**config.mk**
```make
export PLATFORM = sky130hd
export DESIGN_NAME = io_port
export DESIGN_NICKNAME = d
export VERILOG_FILES = /design/src/rtl/io_port.sv
export SDC_FILE = /design/constraint.sdc
export NUM_CORES = 1
export LEC_CHECK = 0
export ABC_AREA = 1
export CAP_MARGIN = 20
export CORE_MARGIN = 3
export CORE_UTILIZATION = 35
export CTS_CLUSTER_SIZE = 14
export DETAILED_ROUTE_END_ITERATION = 16
export MAX_ROUTING_LAYER = met4
export PLACE_DENSITY = 0.53
export SYNTH_ARGS = -nofsm -noshare
export SYNTH_HDL_FRONTEND = slang
export SYNTH_SLANG_ARGS = --single-unit
```
**constraint.sdc**
```tcl
create_clock -name clk -period 2.23 [get_ports clk]
set_input_delay 0.3345 -clock clk [delete_from_list [all_inputs] [get_ports clk]]
set_output_delay 0.3345 -clock clk [all_outputs]
set_load 0.01 [all_outputs]
```
**src/rtl/io_port.sv**
```systemverilog
// CPU-side I/O responder: iow bytes queue in a TX FIFO toward the device; device bytes queue in an RX FIFO for ior.
// Optional build macro IO_LOOPBACK_EN adds a loop input that routes the TX head straight into the RX FIFO.
module io_port #(
  parameter int TXDEPTH = 4,
  parameter int RXDEPTH = 4
) (
  input  logic       clk,
  input  logic       nclr,
  input  logic       iow,
  input  logic       ior,
  input  logic [7:0] ioout,
  output logic [7:0] iodata,
  input  logic       ienabled,
  input  logic       istatus,
  output logic       irq,
  output logic       txovf,
  output logic [7:0] tx_data,
  output logic       tx_valid,
  input  logic       tx_ready,
  input  logic [7:0] rx_data,
  input  logic       rx_valid,
  output logic       rx_ready
`ifdef IO_LOOPBACK_EN
  ,
  input  logic       loop
`endif
);

  localparam int TXAW = (TXDEPTH > 1) ? $clog2(TXDEPTH) : 1;
  localparam int RXAW = (RXDEPTH > 1) ? $clog2(RXDEPTH) : 1;
  localparam int TXCW = TXAW + 1;
  localparam int RXCW = RXAW + 1;

  logic [7:0]      tx_mem_q [TXDEPTH];
  logic [7:0]      rx_mem_q [RXDEPTH];
  logic [TXAW-1:0] tx_wp_q, tx_wp_d, tx_rp_q, tx_rp_d;
  logic [RXAW-1:0] rx_wp_q, rx_wp_d, rx_rp_q, rx_rp_d;
  logic [TXCW-1:0] tx_cnt_q, tx_cnt_d;
  logic [RXCW-1:0] rx_cnt_q, rx_cnt_d;
  logic            irq_q, irq_d;
  logic            txovf_q, txovf_d;

  logic       tx_full, tx_empty, rx_full, rx_empty;
  logic       tx_push, tx_pop, rx_push, rx_pop;
  logic       loop_on;
  logic       rx_in_valid;
  logic [7:0] rx_in_data;
  logic [7:0] tx_head;

`ifdef IO_LOOPBACK_EN
  assign loop_on = loop;
`else
  assign loop_on = 1'b0;
`endif

  assign tx_full  = (tx_cnt_q == TXCW'(TXDEPTH));
  assign tx_empty = (tx_cnt_q == '0);
  assign rx_full  = (rx_cnt_q == RXCW'(RXDEPTH));
  assign rx_empty = (rx_cnt_q == '0);
  assign tx_head  = tx_mem_q[tx_rp_q];

  // In loopback the RX FIFO's free space takes the place of tx_ready.
  assign rx_in_valid = loop_on ? !tx_empty : rx_valid;
  assign rx_in_data  = loop_on ? tx_head   : rx_data;

  assign tx_push = iow & !tx_full;
  assign tx_pop  = !tx_empty & (loop_on ? !rx_full : tx_ready);
  assign rx_push = rx_in_valid & !rx_full;
  assign rx_pop  = ior & !rx_empty;

  assign tx_valid = !tx_empty & !loop_on;
  assign tx_data  = tx_head;
  assign rx_ready = !rx_full & !loop_on;
  assign iodata   = rx_empty ? 8'h00 : rx_mem_q[rx_rp_q];
  assign irq      = irq_q;
  assign txovf    = txovf_q;

  always_comb begin
    tx_wp_d  = tx_push ? tx_wp_q + TXAW'(1) : tx_wp_q;
    tx_rp_d  = tx_pop  ? tx_rp_q + TXAW'(1) : tx_rp_q;
    rx_wp_d  = rx_push ? rx_wp_q + RXAW'(1) : rx_wp_q;
    rx_rp_d  = rx_pop  ? rx_rp_q + RXAW'(1) : rx_rp_q;
    tx_cnt_d = tx_cnt_q;
    case ({tx_push, tx_pop})
      2'b10:   tx_cnt_d = tx_cnt_q + TXCW'(1);
      2'b01:   tx_cnt_d = tx_cnt_q - TXCW'(1);
      default: tx_cnt_d = tx_cnt_q;
    endcase
    rx_cnt_d = rx_cnt_q;
    case ({rx_push, rx_pop})
      2'b10:   rx_cnt_d = rx_cnt_q + RXCW'(1);
      2'b01:   rx_cnt_d = rx_cnt_q - RXCW'(1);
      default: rx_cnt_d = rx_cnt_q;
    endcase
    txovf_d = txovf_q | (iow & tx_full);
    irq_d   = !rx_empty & ienabled & !istatus;
  end

  always_ff @(posedge clk or negedge nclr) begin
    if (!nclr) begin
      tx_wp_q  <= '0;
      tx_rp_q  <= '0;
      rx_wp_q  <= '0;
      rx_rp_q  <= '0;
      tx_cnt_q <= '0;
      rx_cnt_q <= '0;
      irq_q    <= 1'b0;
      txovf_q  <= 1'b0;
    end else begin
      tx_wp_q  <= tx_wp_d;
      tx_rp_q  <= tx_rp_d;
      rx_wp_q  <= rx_wp_d;
      rx_rp_q  <= rx_rp_d;
      tx_cnt_q <= tx_cnt_d;
      rx_cnt_q <= rx_cnt_d;
      irq_q    <= irq_d;
      txovf_q  <= txovf_d;
    end
  end

  // Storage needs no reset: pointers and counts alone define what is valid.
  always_ff @(posedge clk) begin
    if (tx_push) tx_mem_q[tx_wp_q] <= ioout;
    if (rx_push) rx_mem_q[rx_wp_q] <= rx_in_data;
  end

endmodule

```
==> Yosys cells after proc, flatten, opt, wreduce, memory -nomap -nowiden <==
Memory sizes are Yosys's and may differ from the RTL's.
Cells that the tools add are included.
{ "word_totals": {"romBits": 0, "latchBits": 0, "out_inout_bits": 20, "inputBits": 24, "memories": 2, "ramBits": 64, "register_bits": 16} }
{ "mem_list": {"columns": ["memory", "depth", "width", "read_ports", "rd_ports_with_merged_regs", "write_ports", "line_no", "text"], "rows": [
  ["rx_mem_q", 4, 8, 1, 0, 1, "35", "logic [7:0] rx_mem_q [RXDEPTH];"],
  ["tx_mem_q", 4, 8, 1, 0, 1, "34", "logic [7:0] tx_mem_q [TXDEPTH];"]
]} }
{ "classes": {"eq_ne": 6, "multipliers": 0, "bitwise_logic": 8, "magnitude_cmp": 0, "reduce_logical": 9, "muxes": 7, "n_div": 0, "shift": 0, "addsub": 8} }
{ "op_table": {"columns": ["operator", "n"], "rows": [
  ["one-hot mux 3 bit (2 select lines)", 2],
  ["adder 2 x 1 -> 2 bit (second input constant)", 4],
  ["2-to-1 mux 8 bit", 1],
  ["AND 1 bit", 7],
  ["adder 3 x 1 -> 3 bit (second input constant)", 2],
  ["== test 3 bit (second input constant)", 2],
  ["logical NOT 3 bit", 2],
  ["subtractor 3 x 1 -> 3 bit (second input constant)", 2],
  ["logical NOT 1 bit", 5],
  ["== test 2 x 1 -> 1 bit (second input constant)", 2],
  ["== test 2 bit (second input constant)", 2],
  ["2-to-1 mux 1 bit", 4],
  ["nonzero test 2 bit", 2],
  ["bitwise OR 1 bit", 1]
]} }

==> Depth between registers and ports, before layout <==
{ "depth": {"depth_word": 5, "ltp_mapped": 12} }

==> Worst setup path after synthesis <==
Ideal clock, no wire load.
{ "synth_timing": {"path_type": "reg-to-reg", "start": "register rx_cnt_q[0]", "end": "register rx_cnt_q[2]", "setup_ns": 0.117, "path_slack_ns": 0.459, "arrival_time_ns": 1.654, "path_stages_with_launch": 11, "path_buffers": 0, "required_time_ns": 2.113, "cell_sequence": "dfrtp_1 > inv_1 > nand3_2 > nand2_1 > ha_1 > inv_1 > fa_1 > nand2_1 > nand3_1 > nand2_1 > nand2_1"} }
{ "synth_between": {"elab_chain_len": 5, "word_cells_on_any_way": 12, "classes_between": "add/sub (2); eq/ne (3); mux (1); bitwise (2); reduce/logical (4)"} }
{ "synth_lines": {"columns": ["item", "line_no", "text"], "rows": [
  ["from (decl)", "39", "logic [RXCW-1:0] rx_cnt_q, rx_cnt_d;"],
  ["from (signal assigned)", "115", "rx_cnt_q <= rx_cnt_d;"],
  ["== test 3 bit (*)", "58", "assign rx_full = (rx_cnt_q == RXCW'(RXDEPTH));"],
  ["logical NOT 1 bit (*)", null, null],
  ["named net rx_ready", "22", "output logic rx_ready"],
  ["AND 1 bit (*)", "68", "assign rx_push = rx_in_valid & !rx_full;"],
  ["== test 2 x 1 -> 1 bit / == test 2 bit (equally long branches)", "90", "case ({rx_push, rx_pop})"],
  ["one-hot mux 3 bit (2 select lines) / nonzero test 2 bit (equally long branches)", null, null]
]} }
Mark *: on every way through the listed nets, which the timed path passes. The rest lies on a longest branch.
A chain may end at the register's enable or synchronous reset.

==> Worst setup path after layout <==
{ "layout_timing": {"start": "register rx_cnt_q[0]", "end": "output port iodata[3]"} }
{ "layout_between": {"elab_chain_len": 2} }
{ "layout_lines": {"columns": ["item", "line_no", "text"], "rows": [
  ["logical NOT 3 bit", "59", "assign rx_empty = (rx_cnt_q == '0);"],
  ["2-to-1 mux 8 bit", "74", "assign iodata = rx_empty ? 8'h00 : rx_mem_q[rx_rp_q];"],
  ["to (decl)", "12", "output logic [7:0] iodata,"]
]} }
Every way passes these cells.

==> flow_summary.toml <==
[synth]
syn_area_sq_um = 3550
synth_area_leader_cell = "edfxtp_1"
ys_seq_elements = 80
yosysTopAreaCellShare = 0.5414
synth-edff-count = 64
ys_top_cells_by_area = "edfxtp_1 54%, dfrtp_1 11%, inv_1 6.5%"
synth_nets = 365
synthArstFlopShare = 0.2000
yosysMostFrequentCell = "edfxtp_1"
yosysWarningCount = 0
syn_inst = 329
synthTopCellsByCount = "64 x edfxtp_1, 61 x inv_1, 60 x nand2_1"
synth_seq_area_share = 0.6542
ys_dominant_reg_cell = "edfxtp_1"
synth.avg_cell_area_sq_um = 10.79
synth_cell_types = 24

[placed_design]
dpl.hpwl_mm = 4.571
place.gp.congestion = 0.8052
postPlaceCellArea_sq_um = 4194
io_buffers = 43

[die]
ios = 44
rows = 36
die_w_microns = 106.7
start_util = 0.3615
die_y_microns = 106.7
core_area_sq_um = 9819
dieArea_sq_um = 11390

[clock_network]
path_clk_slew_ns = 0.08
hold_buffers = 0
cts_setup_buffers = 0
clockRootBuffer = "clkbuf_8"
clkLatencyLatePin_ns = 0.34
cts_buffers = 9
htreeDepth = 3
cts_tree = "done"
cts_sinks = 80
clock_path_buffers = 2

[route]
ant_nets = 0
vias = 2320
wl_per_cell_microns = 13.09
routed_via_density = 4.402
firstDrtPassIters = 5
drt_wl_total_mm = 6.900
drt_iter0_drc = 64
drcViolationCount = 0

[sta]
finalSetupTns_ns = -0.02354
period_share = 1.011
fmax_ghz = 0.4437
fin_ws_ns = -0.02354
maxSlewViolCount = 0
finalClockSkew_ns = 0.005871
finalHoldViolCount = 0
relSlewSlack = 0.7295
setup_viol = 1
tightest_slew_ns = 0.4053
grt_setup_unrepaired = "yes"
post-route-min-period_ns = 2.254

[critical_path]
r2r_slack_ns = 0.29
critPathMaxFanout = 8
path_class = "register to output port"
cp_data_arrival_time_ns = 1.92
critPathLaunchType = "register"
end_kind = "output port"
required_ns = 1.90

[global_route]
grt_pass1_wl_mm = 11.46
grt_antenna_before_repair = 0
overflow = 0
grt_pass1_vias = 2332
grt.total_usage = 0.1350
grt_max_degree = 18

[flow_run]
max_cap_violations = 0

[power]
vdd_drop_max_v = 0.0004215
power_leakage_nw = 1.859
power.density_nw_per_um2 = 1256

[cells_and_area]
n_antenna_cell = 0
drive_gt1_frac = 0.09645
syn2layout_area_growth_pct = 23.09
final_area_sq_um = 4369
layout.nets = 425

[status]
failed_checks = "negative setup slack"
run_status = "complete, but fails checks"

[worst_hold_path]
worstHoldPathType = "input port to async pin"
[layout by cell type (no fill, tap or decap), types with 4 or more instances in the layout]
master | Yosys | layout
ha_1 | 10 | 10
dlygate4sd2_1 | 0 | 6
inv_1 | 61 | 60
dfrtp_1 | 16 | 15
a21oi_1 | 7 | 6
o21ai_1 | 9 | 9
clkinvlp_4 | 0 | 4
nor2_1 | 33 | 33
clkbuf_8 | 0 | 9
buf_4 | 1 | 13
nand3_1 | 26 | 26
xnor2_1 | 4 | 4
nand2_1 | 60 | 60
clkdlybuf4s50_1 | 0 | 35
edfxtp_1 | 64 | 64
o21ai_0 | 19 | 19
[worst max-delay path, stage by stage (launching register included)]
cell	delay, ns
dfrtp_1	0.40
inv_1	0.13
nand3_1	0.11
inv_1	0.33
a21oi_1	0.10
clkdlybuf4s50_1	0.50
[area by class of cell]
cell class	count	area [sq um]
clock inverter	6	36.28
sequential	80	2323
fill	977	5450
clock buffer	10	127.6
inverter	64	256.5
multi-input combinational	177	913.4
timing repair buffer	57	545.5
tap	133	166.4
[metrics by stage]
step / cells / hold WS [ns] / utilization / power [mW] / worst slack (ns)
2_1_floorplan: 329 / 0.03891 / - / 3.663 / 0.4589
3_3_place_gp: 511 / 0.4621 / 0.4271 / 4.644 / 0.2186
3_5_place_dp: 511 / 0.4651 / 0.4271 / 4.700 / 0.1743
4_1_cts: 527 / 0.3210 / 0.4441 / 5.586 / -0.05831
5_1_grt: 527 / 0.3429 / 0.4450 / 5.934 / -0.1787
6_report: 527 / 0.3206 / 0.4450 / 5.488 / -0.02354
[flip-flops by register name, summed over array words and instances (netlist names)]
name / cells
irq: 1
txovf: 1
tx_rp_q: 2
rx_rp_q: 2
tx_wp_q: 2
rx_wp_q: 2
rx_mem_q: 32
tx_cnt_q: 3
tx_mem_q: 32
rx_cnt_q: 3
[routing by layer]
metal / GRT usage / part of all wire
met5: - / 0
met4: 0.05479 / 0.013
met3: 0.02589 / 0.036
met2: 0.2145 / 0.49
met1: 0.1713 / 0.46
[power by group]
part	internal, mW	leakage [nW]	total (mW)	switching [mW]
clock network	0.397	0.0757	0.907	0.511
logic	1.03	1.01	2.40	1.37
registers	2.01	0.777	2.18	0.174
total	3.44	1.86	5.49	2.05
[timing repair]
action	CTS	global route
cloned	0	0
resized for setup	9	5
endpoints found under the setup margin	15	10
[path summary, 6_finish.rpt]
check,cells after the start,to,from
max reg2reg,10,tx_cnt_q[2],tx_cnt_q[0]
min reg2reg,1,tx_cnt_q[0],tx_cnt_q[0]
min in group clk,1,tx_cnt_q[0],tx_cnt_q[0]
max,5,iodata[3],rx_cnt_q[0]
min,2,txovf,nclr
max in group asynchronous,2,tx_rp_q[0],nclr
[kinds of logic (layout without fill, tap and decap cells)]
family	after synthesis	after routing	synth area share
and+or+nand+nor	124	124	0.1459
buffers and inverters	72	137	0.08953
adders and majority gates	12	12	0.04653
xor gates and xnor gates	4	4	0.009869
DFF	80	80	0.6542
AOI/OAI and AO/OA	37	37	0.05393
Note: power is estimated with default switching activity, not from simulation.
